## src/rtl/cp0_regfile.sv

```systemverilog
// CP0 register block: BadVAddr, Count, Compare, Status, Cause and EPC with
// mtc0/mfc0 access, exception/ERET sequencing, a prescaled timer and interrupt requests.
module cp0_regfile #(
  parameter int unsigned DATA_W     = 32,
  parameter logic [31:0] STATUS_RST = 32'h0000FF01,
  parameter int unsigned HW_IRQ     = 6,
  parameter int unsigned COUNT_DIV  = 2
) (
  input  logic              clk,
  input  logic              rst,
  input  logic              we,
  input  logic [4:0]        waddr,
  input  logic [DATA_W-1:0] wdata,
  input  logic [4:0]        raddr,
  output logic [DATA_W-1:0] rdata,
  input  logic              exc_valid,
  input  logic [4:0]        exc_code,
  input  logic [DATA_W-1:0] exc_pc,
  input  logic              exc_bd,
  input  logic [DATA_W-1:0] exc_badvaddr,
  input  logic              eret,
  input  logic [HW_IRQ-1:0] hw_irq,
  output logic              int_req,
  output logic [DATA_W-1:0] status_out,
  output logic [DATA_W-1:0] epc_out
);

  localparam int unsigned WW = (DATA_W > 32) ? DATA_W : 32;
  localparam int unsigned PW = (COUNT_DIV > 1) ? $clog2(COUNT_DIV) : 1;

  localparam logic [4:0] R_BADVADDR = 5'd8;
  localparam logic [4:0] R_COUNT    = 5'd9;
  localparam logic [4:0] R_COMPARE  = 5'd11;
  localparam logic [4:0] R_STATUS   = 5'd12;
  localparam logic [4:0] R_CAUSE    = 5'd13;
  localparam logic [4:0] R_EPC      = 5'd14;

  logic              ie, exl;
  logic [7:0]        im;
  logic              bd, ti;
  logic [1:0]        ip_sw;
  logic [5:0]        ip_hw;
  logic [4:0]        exccode;
  logic [DATA_W-1:0] badvaddr, count, compare, epc;
  logic [PW-1:0]     presc;

  logic [5:0]        hw_ext;
  logic [7:0]        ip;
  logic [WW-1:0]     status_w, status_bp_w, cause_w, cause_bp_w;
  logic [DATA_W-1:0] status_val, cause_val;
  logic              wr_en, wr_count, wr_compare, tick, count_upd;
  logic [DATA_W-1:0] count_next;
  logic [PW-1:0]     presc_next;
  logic [DATA_W-1:0] reg_val, bp_val;
  logic              bp_hit;

  always_comb begin
    hw_ext = '0;
    hw_ext[HW_IRQ-1:0] = hw_irq;
  end

  assign ip = {ip_hw[5] | ti, ip_hw[4:0], ip_sw};

  // Registers are assembled at 32 bits minimum so field positions stay fixed for any DATA_W.
  always_comb begin
    status_w          = WW'(STATUS_RST);
    status_w[0]       = ie;
    status_w[1]       = exl;
    status_w[15:8]    = im;
    status_bp_w       = WW'(STATUS_RST);
    status_bp_w[1:0]  = wdata[1:0];
    status_bp_w[15:8] = wdata[15:8];
    cause_w           = '0;
    cause_w[31]       = bd;
    cause_w[30]       = ti;
    cause_w[15:8]     = ip;
    cause_w[6:2]      = exccode;
    cause_bp_w        = cause_w;
    cause_bp_w[9:8]   = wdata[9:8];
  end

  assign status_val = status_w[DATA_W-1:0];
  assign cause_val  = cause_w[DATA_W-1:0];
  assign status_out = status_val;
  assign epc_out    = epc;

  assign wr_en      = we & ~exc_valid & ~eret;
  assign wr_count   = wr_en && (waddr == R_COUNT);
  assign wr_compare = wr_en && (waddr == R_COMPARE);
  assign tick       = (presc == PW'(COUNT_DIV - 1));
  assign count_upd  = wr_count | tick;

  always_comb begin
    count_next = count;
    presc_next = tick ? '0 : presc + PW'(1);
    if (wr_count) begin
      count_next = wdata;
      presc_next = '0;
    end else if (tick) begin
      count_next = count + DATA_W'(1);
    end
  end

  assign int_req = ie & ~exl & |(ip & im);

  always_comb begin
    reg_val = '0;
    case (raddr)
      R_BADVADDR: reg_val = badvaddr;
      R_COUNT:    reg_val = count;
      R_COMPARE:  reg_val = compare;
      R_STATUS:   reg_val = status_val;
      R_CAUSE:    reg_val = cause_val;
      R_EPC:      reg_val = epc;
      default:    reg_val = '0;
    endcase
  end

  always_comb begin
    bp_val = '0;
    bp_hit = 1'b0;
    case (waddr)
      R_COUNT:   begin bp_val = wdata;                        bp_hit = 1'b1; end
      R_COMPARE: begin bp_val = wdata;                        bp_hit = 1'b1; end
      R_STATUS:  begin bp_val = status_bp_w[DATA_W-1:0];      bp_hit = 1'b1; end
      R_CAUSE:   begin bp_val = cause_bp_w[DATA_W-1:0];       bp_hit = 1'b1; end
      R_EPC:     begin bp_val = wdata;                        bp_hit = 1'b1; end
      default:   begin bp_val = '0;                           bp_hit = 1'b0; end
    endcase
  end

  assign rdata = (wr_en && bp_hit && (waddr == raddr)) ? bp_val : reg_val;

  always_ff @(posedge clk) begin
    if (rst) begin
      ie       <= STATUS_RST[0];
      exl      <= STATUS_RST[1];
      im       <= STATUS_RST[15:8];
      bd       <= 1'b0;
      ti       <= 1'b0;
      ip_sw    <= '0;
      ip_hw    <= '0;
      exccode  <= '0;
      badvaddr <= '0;
      count    <= '0;
      compare  <= '0;
      epc      <= '0;
      presc    <= '0;
    end else begin
      ip_hw <= hw_ext;
      count <= count_next;
      presc <= presc_next;
      if (wr_compare)
        ti <= 1'b0;
      else if (count_upd && (count_next == compare))
        ti <= 1'b1;

      if (exc_valid) begin
        exl     <= 1'b1;
        exccode <= exc_code;
        if (!exl) begin
          bd  <= exc_bd;
          epc <= exc_bd ? exc_pc - DATA_W'(4) : exc_pc;
        end
        if (exc_code == 5'd4 || exc_code == 5'd5)
          badvaddr <= exc_badvaddr;
      end else if (eret) begin
        exl <= 1'b0;
      end else if (we) begin
        case (waddr)
          R_COMPARE: compare <= wdata;
          R_STATUS: begin
            ie  <= wdata[0];
            exl <= wdata[1];
            im  <= wdata[15:8];
          end
          R_CAUSE:   ip_sw <= wdata[9:8];
          R_EPC:     epc   <= wdata;
          default:   ;
        endcase
      end
    end
  end

endmodule

```

## config.mk

```make
export PLATFORM = sky130hd
export DESIGN_NAME = cp0_regfile
export DESIGN_NICKNAME = d
export VERILOG_FILES = /design/src/rtl/cp0_regfile.sv
export SDC_FILE = /design/constraint.sdc
export NUM_CORES = 1
export LEC_CHECK = 0
export ABC_AREA = 1
export CORE_ASPECT_RATIO = 2
export CORE_MARGIN = 4
export CORE_UTILIZATION = 50
export CTS_CLUSTER_DIAMETER = 100
export DETAILED_ROUTE_END_ITERATION = 10
export PLACE_DENSITY = 0.83
export SETUP_SLACK_MARGIN = 0.5
export SLEW_MARGIN = 5
export SYNTH_ARGS = -nofsm -noshare
export SYNTH_HDL_FRONTEND = slang
export SYNTH_SLANG_ARGS = --single-unit
```

## constraint.sdc

```tcl
create_clock -name clk -period 6.86 [get_ports clk]
set_input_delay 1.372 -clock clk [delete_from_list [all_inputs] [get_ports clk]]
set_output_delay 1.372 -clock clk [all_outputs]
set_load 0.02 [all_outputs]
```

==> results.py, run 1 <==
metrics = {
    "run_status": {
        "outcome": "finished, final reports clean",
    },
    "global_route": {
        "grt.busiest_layer": "met2",
        "grt_pass1_wl_um": 62700,
        "grt.overflow.total": 0,
        "grt_max_degree": 55,
        "use_met1": 0.408,
        "grt_usage": 0.377,
        "gr-usage-met2": 0.678,
        "grt_pass1_vias": 11024,
        "antenna_found_initial": 0,
        "grt_use_met3": 0.0510,
    },
    "synth": {
        "avgSynthCellArea_um2": 6.18,
        "async_flop_share": 0,
        "synthSimpleGateAreaFrac": 0.343,
        "yosys.area_share.adder": 0.00254,
        "yosys.area.top_type": "dfxtp_1",
        "syn_inst": 1593,
        "ys_ff_latch": 154,
        "synth_top_family_by_area": "simple AND/OR/NAND/NOR gates",
        "synth-xor-area-share": 0.0213,
        "synth_cell_type_count": 53,
        "synth.top_cell.area_share": 0.313,
        "yosysMostFrequentCell": "nand2_1",
        "synthMuxAreaShare": 0,
        "synthTopCellsByArea": "dfxtp_1 31%, nand2_1 16%, nor2_1 7.9%",
        "ys.flop_type": "dfxtp_1",
        "synth_edf_count": 0,
        "ys_warn_count": 0,
        "synth-compound-area-share": 0.199,
        "yosys-top-cells-count": "428 x nand2_1, 206 x nor2_1, 181 x inv_1, 154 x dfxtp_1, 138 x o21ai_0",
        "syn-cell-area_mm2": 0.00985,
        "yosysSeqAreaShare": 0.313,
    },
    "sta": {
        "hold_violations": 0,
        "final.setup.tns_ns": 0,
        "max_slew.worst_pin.slew_ns": 1.02,
        "setup_viol": 0,
        "finalCritPeriodShare": 0.837,
        "max_slew_margin": 0.313,
        "drv_slew": 0,
        "fmax_mhz": 174,
        "rsz0062_at_grt": "no",
        "hold_ws_ns": 0.487,
        "fin_skew_ns": 0.0143,
        "min_period_ns": 5.74,
    },
    "pwr": {
        "switchingPower_uw": 656,
        "combPwrFrac": 0.149,
        "power_frac_seq": 0.420,
        "cellLeakagePower_nw": 5.18,
        "vdd_drop_max_mv": 0.144,
        "internal_power_mw": 1.61,
        "p_per_area_mw_per_mm2": 181,
        "clkPwrFrac": 0.431,
        "switching_share": 0.289,
    },
    "worst_setup_path": {
        "reg2reg_from": "presc",
        "crit_type": "in -> out",
        "worstPathCellList": "clkdlybuf4s50_1, inv_1, nor3_4, clkinv_1, buf_4, o21ai_0, nor4_1, a31oi_1, clkdlybuf4s50_1",
        "slowest_delay_ns": 0.70,
        "path_max_fanout": 12,
        "crit_top_cell": "clkdlybuf4s50_1",
        "ff2ff_path_depth": 14,
        "worstSetupPathDepth": 9,
        "startpoint": "raddr[1]",
        "cp_top_family": "buffers and inverters",
        "slowest_stage": "clkdlybuf4s50_1",
        "startpoint_type": "primary input",
        "timing.critical_path.buf_inv": 5,
        "required_ns": 5.49,
        "arrival_ns": 4.37,
        "reg2reg_slack_ns": 4.29,
        "worstSetupEndpointType": "primary output",
        "r2r_end": "ti",
    },
    "routing": {
        "wl_per_cell_um": 21.0,
        "wirelength_um": 42800,
        "firstDrtPassIters": 6,
        "drc": 0,
        "dr_total_vias": 11712,
        "drt-vias-per-instance": 5.76,
        "drtIter0Drc": 1236,
        "ant_nets": 0,
    },
    "worst_hold_path": {
        "hold_class": "reg -> reg",
        "holdPathEnd": "exccode[2]",
        "min-delay-start": "exccode[2]",
        "hold_depth": 2,
    },
    "floorplan": {
        "core_mm2": 0.0194,
        "rows": 72,
        "start_util": 0.509,
        "die-area_mm2": 0.0221,
        "die_y_um": 206,
        "chipWidth_um": 107,
        "io_pins": 220,
    },
    "finish": {
        "diodes": 0,
        "area_growth_pct": 27.2,
        "nets": 1887,
        "drive_gt1_frac": 0.0535,
        "fillers": 1804,
    },
    "clock_network": {
        "clk_pin_slew_ns": 0.07,
        "cts_buffer_depth": 2,
        "cts_max_level": 4,
        "cts_num_sinks": 154,
        "cts_buffers": 17,
        "clk_latency_ns": 0.43,
        "postCtsSetupRepairBufs": 0,
        "clockRootBuffer": "clkbuf_16",
        "cts_tree": "built",
        "postCtsHoldBufs": 0,
        "cts_resized": 0,
    },
    "placement": {
        "place_congestion": 1.01,
        "port_buffers": 197,
        "dp_hpwl_um": 34400,
    },
    "job": {
        "max_cap_viol_count": 0,
    },
}
## state kept, by name, indices dropped and copies added, names as in the netlist
name / flops
ip_sw: 2
presc: 1
ti: 1
exccode: 5
exl: 1
compare: 32
ip_hw: 6
bd: 1
im: 8
epc_out: 32
count: 32
badvaddr: 32
ie: 1
## worst min-delay path, delay by kind of cell, from the launching register on
family	cells	cell delay, ns
DFF	1	0.32
AOI/OAI and AO/OA	1	0.06
and+or+nand+nor	1	0.06
## layer usage
layer  vias to the layer above  share of wire
met1                      5418           0.36
met2                       618           0.51
met3                       150          0.064
li1                       5526              -
met4                         0          0.068
met5                         -              0
## metrics by stage
step | instances | cell area (um2) | worst slack, ns | utilization | total power [mW]
floorplan | 1614 | 9930 | 2.41 | - | 1.12
global placement | 2002 | 11900 | 1.13 | 0.616 | 1.30
detailed placement | 2002 | 11900 | 1.18 | 0.616 | 1.30
CTS | 2034 | 12500 | 1.17 | 0.647 | 2.27
global route | 2034 | 12500 | 1.04 | 0.647 | 2.33
finish | 2034 | 12500 | 1.12 | 0.647 | 2.27
## power groups by stage
stage	Combinational (mW)	Clock, mW	Sequential [mW]
finish	0.339	0.979	0.953
global route	0.360	1.02	0.954
CTS	0.333	0.982	0.952
detailed placement	0.332	0	0.972
global placement	0.329	0	0.972
floorplan	0.150	0	0.973
## worst max path at each step
stage | slack, ns | end
global placement | 1.13 | rdata[15]
floorplan | 2.41 | rdata[0]
global route | 1.04 | rdata[3]
detailed placement | 1.18 | rdata[15]
CTS | 1.17 | rdata[15]
finish | 1.12 | rdata[15]
## kinds of logic after synthesis
kind of cell               Yosys count
and+or+nand+nor                    801
adders and majority gates            2
AOI/OAI and AO/OA                  333
DFF                                154
xor gates and xnor gates            24
other                                1
buffers and inverters              278
## final cells by class
class	instances	area (um2)	area share
clock buffers	18	439	0.0350
clock inverters	14	158	0.0126
inverters	188	706	0.0563
multi-input cells	1182	5690	0.454
flip-flops and latches	154	3080	0.246
well taps	259	324	0.0259
repair buffers	219	2130	0.170
## cell usage in the layout (no fill, tap or decap), types with 4 or more instances in the layout
cell type / netlist / routed
a221oi_1: 11 / 11
a22oi_1: 6 / 6
inv_6: 0 / 5
nand2_1: 428 / 428
nand3b_1: 4 / 4
nand3_1: 104 / 104
o211ai_1: 21 / 21
o21ai_0: 138 / 138
o22ai_1: 4 / 4
o221ai_1: 12 / 12
nor4_1: 8 / 7
clkdlybuf4s50_1: 0 / 196
inv_2: 4 / 5
o21ai_1: 6 / 6
or2_2: 6 / 6
o2111ai_1: 20 / 20
nor2_2: 5 / 6
xnor2_1: 11 / 11
o21bai_1: 5 / 5
nor3_1: 7 / 5
nor2_1: 206 / 205
inv_1: 181 / 180
nand4_1: 12 / 12
clkbuf_16: 0 / 17
xor2_1: 13 / 13
dfxtp_1: 154 / 154
nor3_2: 5 / 6
a21oi_1: 89 / 89
buf_4: 26 / 22
conb_1: 1 / 22
a31oi_1: 11 / 11
Power figures use the tool's default switching activity.
==> run 2: changes to the inputs <==
- CORE_UTILIZATION: 50 -> 47
- PLACE_DENSITY: 0.83 -> 0.82
- clock period: 6.86 -> 4.63 ns (I/O delays scaled with it)
==> results.py, run 2 (synthesis results as in run 1) <==
metrics = {
    "worst_setup_path": {
        "required_ns": 3.70,
        "slowest_stage": "clkdlybuf4s50_1",
        "slowest_delay_ns": 0.50,
        "reg2reg_slack_ns": 1.87,
        "arrival_ns": 3.19,
        "startpoint_type": "primary input",
        "path_max_fanout": 16,
        "worstPathCellList": "clkdlybuf4s50_1, nor2_2, inv_1, buf_4, nor3_2, buf_6, buf_4, nand2_1, o2111ai_1, nand2_1, o21ai_1, clkdlybuf4s15_2",
        "ff2ff_path_depth": 14,
        "crit_type": "in -> out",
        "worstSetupEndpointType": "primary output",
    },
    "clock_network": {
        "cts_buffers": 17,
        "clockRootBuffer": "clkbuf_16",
        "cts_max_level": 4,
        "cts_num_sinks": 154,
        "postCtsHoldBufs": 0,
        "clk_pin_slew_ns": 0.06,
        "cts_buffer_depth": 2,
        "cts_tree": "built",
        "clk_latency_ns": 0.45,
    },
    "floorplan": {
        "start_util": 0.479,
        "die-area_mm2": 0.0235,
        "die_y_um": 213,
        "core_mm2": 0.0206,
        "rows": 74,
        "io_pins": 220,
        "chipWidth_um": 110,
    },
    "global_route": {
        "grt_max_degree": 62,
        "grt_pass1_wl_um": 63900,
        "antenna_found_initial": 0,
        "grt_pass1_vias": 11355,
        "grt_usage": 0.368,
        "grt.overflow.total": 0,
    },
    "routing": {
        "firstDrtPassIters": 5,
        "ant_nets": 0,
        "drc": 0,
        "drtIter0Drc": 1150,
        "dr_total_vias": 11791,
        "drt-vias-per-instance": 5.68,
        "wl_per_cell_um": 20.4,
        "wirelength_um": 42300,
    },
    "worst_hold_path": {
        "hold_class": "reg -> reg",
        "hold_depth": 2,
    },
    "sta": {
        "hold_violations": 0,
        "rsz0062_at_grt": "yes",
        "hold_ws_ns": 0.481,
        "finalCritPeriodShare": 0.890,
        "fmax_mhz": 243,
        "fin_skew_ns": 0.00700,
        "drv_slew": 0,
        "setup_ws_ns": 0.511,
        "max_slew.worst_pin.slew_ns": 1.11,
        "final.setup.tns_ns": 0,
        "setup_viol": 0,
        "min_period_ns": 4.12,
        "max_slew_margin": 0.259,
    },
    "finish": {
        "finalInstanceArea_mm2": 0.0128,
        "final_cell_mix": "426 x nand2_1, 201 x nor2_1, 177 x inv_1",
        "nets": 1922,
        "drive_gt1_frac": 0.102,
        "final_common_cell": "nand2_1",
        "area_growth_pct": 30.2,
        "instances_no_fill": 2076,
        "diodes": 0,
    },
    "placement": {
        "dp_hpwl_um": 34300,
        "placed_cell_area_mm2": 0.0122,
        "port_buffers": 197,
        "placedCellCount": 2039,
        "dpl_worst_slack_ns": 0.0809,
        "place_congestion": 1.11,
    },
    "pwr": {
        "cellLeakagePower_nw": 5.46,
        "p_per_area_mw_per_mm2": 256,
        "vdd_drop_max_mv": 0.316,
    },
    "job": {
        "max_cap_viol_count": 0,
    },
    "run_status": {
        "outcome": "finished, final reports clean",
    },
}
[run 2: repair_timing]
item	in CTS	in global routing
endpoints found under the hold margin	0	0
buffers inserted	2	3
endpoints found under the setup margin	32	32
pin swaps	0	7
gates resized for setup	91	84
[run 2: power breakdown]
part           switching, mW  total [mW]  internal, mW  leakage [nW]
clock                  0.607        1.36         0.752         0.264
combinational          0.300       0.516         0.216          3.95
sequential            0.0439        1.41          1.36          1.25
total                  0.951        3.28          2.33          5.46
[run 2: layer usage]
metal	part of all wire	global-route usage
met5	0	0
met4	0.076	0.243
met3	0.070	0.0466
met2	0.50	0.629
met1	0.35	0.420
[run 2: metrics by stage]
stage	util	total power, mW
after floorplan	-	1.66
after global placement	0.593	1.94
after detailed placement	0.593	1.94
after CTS	0.623	3.27
after global routing	0.624	3.37
final	0.624	3.28
[run 2: path summary, 6_finish.rpt]
| kind | startpoint | endpoint |
|---|---|---|
| max reg2reg | presc | ti |
| min | exccode[2] | exccode[2] |
| min reg2reg | exccode[2] | exccode[2] |
| max | raddr[4] | rdata[16] |
[run 2: cell type report]
type	instances	area, um2
Fill cell	2003	7730
Timing Repair Buffer	254	2330
Multi-Input combinational cell	1182	5800
Clock inverter	14	123
Clock buffer	18	439
Sequential cell	154	3080
Tap cell	266	333
Inverter	188	706
[run 2: worst max-delay path, delay by kind of cell]
kind                   cells  cell delay, ns
and+or+nand+nor            4            0.58
AOI/OAI and AO/OA          2            0.22
buffers and inverters      6            1.45
==> run 3: changes to the inputs <==
- CORE_UTILIZATION: 47 -> 40
- PLACE_DENSITY: 0.82 -> 0.7
- clock period: 4.63 -> 4.8 ns (I/O delays scaled with it)
==> results.py, run 3 (synthesis results as in run 1) <==
metrics = {
    "global_route": {
        "antenna_found_initial": 0,
        "grt_pass1_vias": 11564,
        "grt_usage": 0.317,
        "grt_pass1_wl_um": 66500,
        "grt.overflow.total": 0,
        "grt_max_degree": 102,
    },
    "floorplan": {
        "chipWidth_um": 119,
        "io_pins": 220,
        "start_util": 0.405,
        "core_mm2": 0.0243,
        "die-area_mm2": 0.0274,
        "die_y_um": 230,
        "rows": 81,
    },
    "routing": {
        "drc": 0,
        "ant_nets": 0,
        "firstDrtPassIters": 6,
        "wirelength_um": 43900,
        "drt-vias-per-instance": 5.61,
        "drtIter0Drc": 1313,
        "dr_total_vias": 11665,
        "wl_per_cell_um": 21.1,
    },
    "sta": {
        "setup_viol": 0,
        "drv_slew": 0,
        "fmax_mhz": 236,
        "min_period_ns": 4.23,
        "max_slew_margin": 0.187,
        "finalCritPeriodShare": 0.881,
        "max_slew.worst_pin.slew_ns": 1.22,
        "final.setup.tns_ns": 0,
        "fin_skew_ns": 0.00692,
        "rsz0062_at_grt": "yes",
        "hold_violations": 0,
    },
    "placement": {
        "dp_hpwl_um": 34900,
        "place_congestion": 1.09,
        "placedCellCount": 2045,
        "port_buffers": 197,
    },
    "clock_network": {
        "cts_buffers": 17,
        "cts_tree": "built",
        "cts_num_sinks": 154,
        "cts_max_level": 4,
        "clockRootBuffer": "clkbuf_16",
        "clk_latency_ns": 0.44,
        "postCtsHoldBufs": 0,
        "cts_buffer_depth": 2,
        "clk_pin_slew_ns": 0.06,
    },
    "job": {
        "max_cap_viol_count": 0,
    },
    "run_status": {
        "outcome": "finished, final reports clean",
    },
    "worst_setup_path": {
        "required_ns": 3.84,
        "path_max_fanout": 32,
        "crit_top_cell": "inv_1",
        "startpoint_type": "primary input",
        "slowest_delay_ns": 0.53,
        "slowest_stage": "clkdlybuf4s50_1",
        "crit_type": "in -> out",
        "worstPathCellList": "clkdlybuf4s50_1, inv_1, nor2_1, inv_1, nor3_2, buf_12, nand2_1, o21ai_0, a221oi_1, a21oi_1, dlygate4sd2_1",
        "arrival_ns": 3.27,
        "reg2reg_slack_ns": 2.32,
        "worstSetupEndpointType": "primary output",
    },
    "finish": {
        "fillers": 2486,
        "nets": 1903,
        "drive_gt1_frac": 0.0793,
        "instances_no_fill": 2080,
        "final_common_cell": "nand2_1",
        "diodes": 0,
        "fin_util": 0.520,
        "final_cell_mix": "427 x nand2_1, 205 x nor2_1, 179 x inv_1",
        "area_growth_pct": 28.5,
    },
    "pwr": {
        "cellLeakagePower_nw": 5.34,
        "total_power_mw": 3.25,
        "p_per_area_mw_per_mm2": 256,
        "vdd_drop_max_mv": 0.211,
    },
    "worst_hold_path": {
        "hold_class": "reg -> reg",
    },
}
run 3: changes by cell type in the layout (fill, tap and decap cells not counted), sizes merged, moves of 3 or more:
cell | before | now
buf | 71 | 41
clkbuf | 29 | 45
clkdlybuf4s15 | 7 | 3
clkdlybuf4s50 | 159 | 162
clkinvlp | 5 | 2
dlymetal6s2s | 5 | 2
run 3: what timing repair did:
| action | CTS | global route |
|---|---|---|
| pin swaps | 0 | 3 |
| endpoints found under the setup margin | 31 | 31 |
| gates resized for setup | 41 | 86 |
| setup buffers | 0 | 4 |
run 3: power breakdown:
part	switching [mW]	internal, mW
Sequential	0.0440	1.32
Clock	0.562	0.828
Combinational	0.291	0.203
Total	0.898	2.35
run 3: through the flow:
stage | setup slack, ns | area (um2) | hold WS (ns)
2_1_floorplan | 1.17 | 9930 | 0.437
3_3_place_gp | 0.0884 | 12100 | 0.455
3_5_place_dp | 0.0571 | 12100 | 0.457
4_1_cts | 0.454 | 12700 | 0.466
5_1_grt | 0.504 | 12700 | 0.512
6_report | 0.570 | 12700 | 0.468
run 3: layout make-up:
type                            instances  area [um2]  share of cell area
Inverter                              188         706              0.0558
Tap cell                              290         363              0.0287
Sequential cell                       154        3080               0.244
Multi-Input combinational cell       1182        5730               0.453
Timing Repair Buffer                  235        2180               0.172
Clock buffer                           20         447              0.0353
Clock inverter                         11         146              0.0116
run 3: worst max-delay path, delay by kind of cell:
kind / cells / cell delay (ns)
AOI/OAI and AO/OA: 3 / 0.45
buffers and inverters: 5 / 1.37
and+or+nand+nor: 3 / 0.47
run 3: final timing paths:
path              start         end  depth (start not counted)
max            raddr[3]   rdata[10]                         11
min          exccode[2]  exccode[2]                          2
min reg2reg  exccode[2]  exccode[2]                          2
max reg2reg       presc          ti                         14
run 3: routing by layer:
metal | global-route usage | wire (um) | vias up
met3 | 0.0411 | 2800 | 146
met2 | 0.560 | 22100 | 608
met1 | 0.352 | 15800 | 5372
met4 | 0.207 | 3200 | 0
li1 | - | - | 5539
met5 | 0 | 0 | -
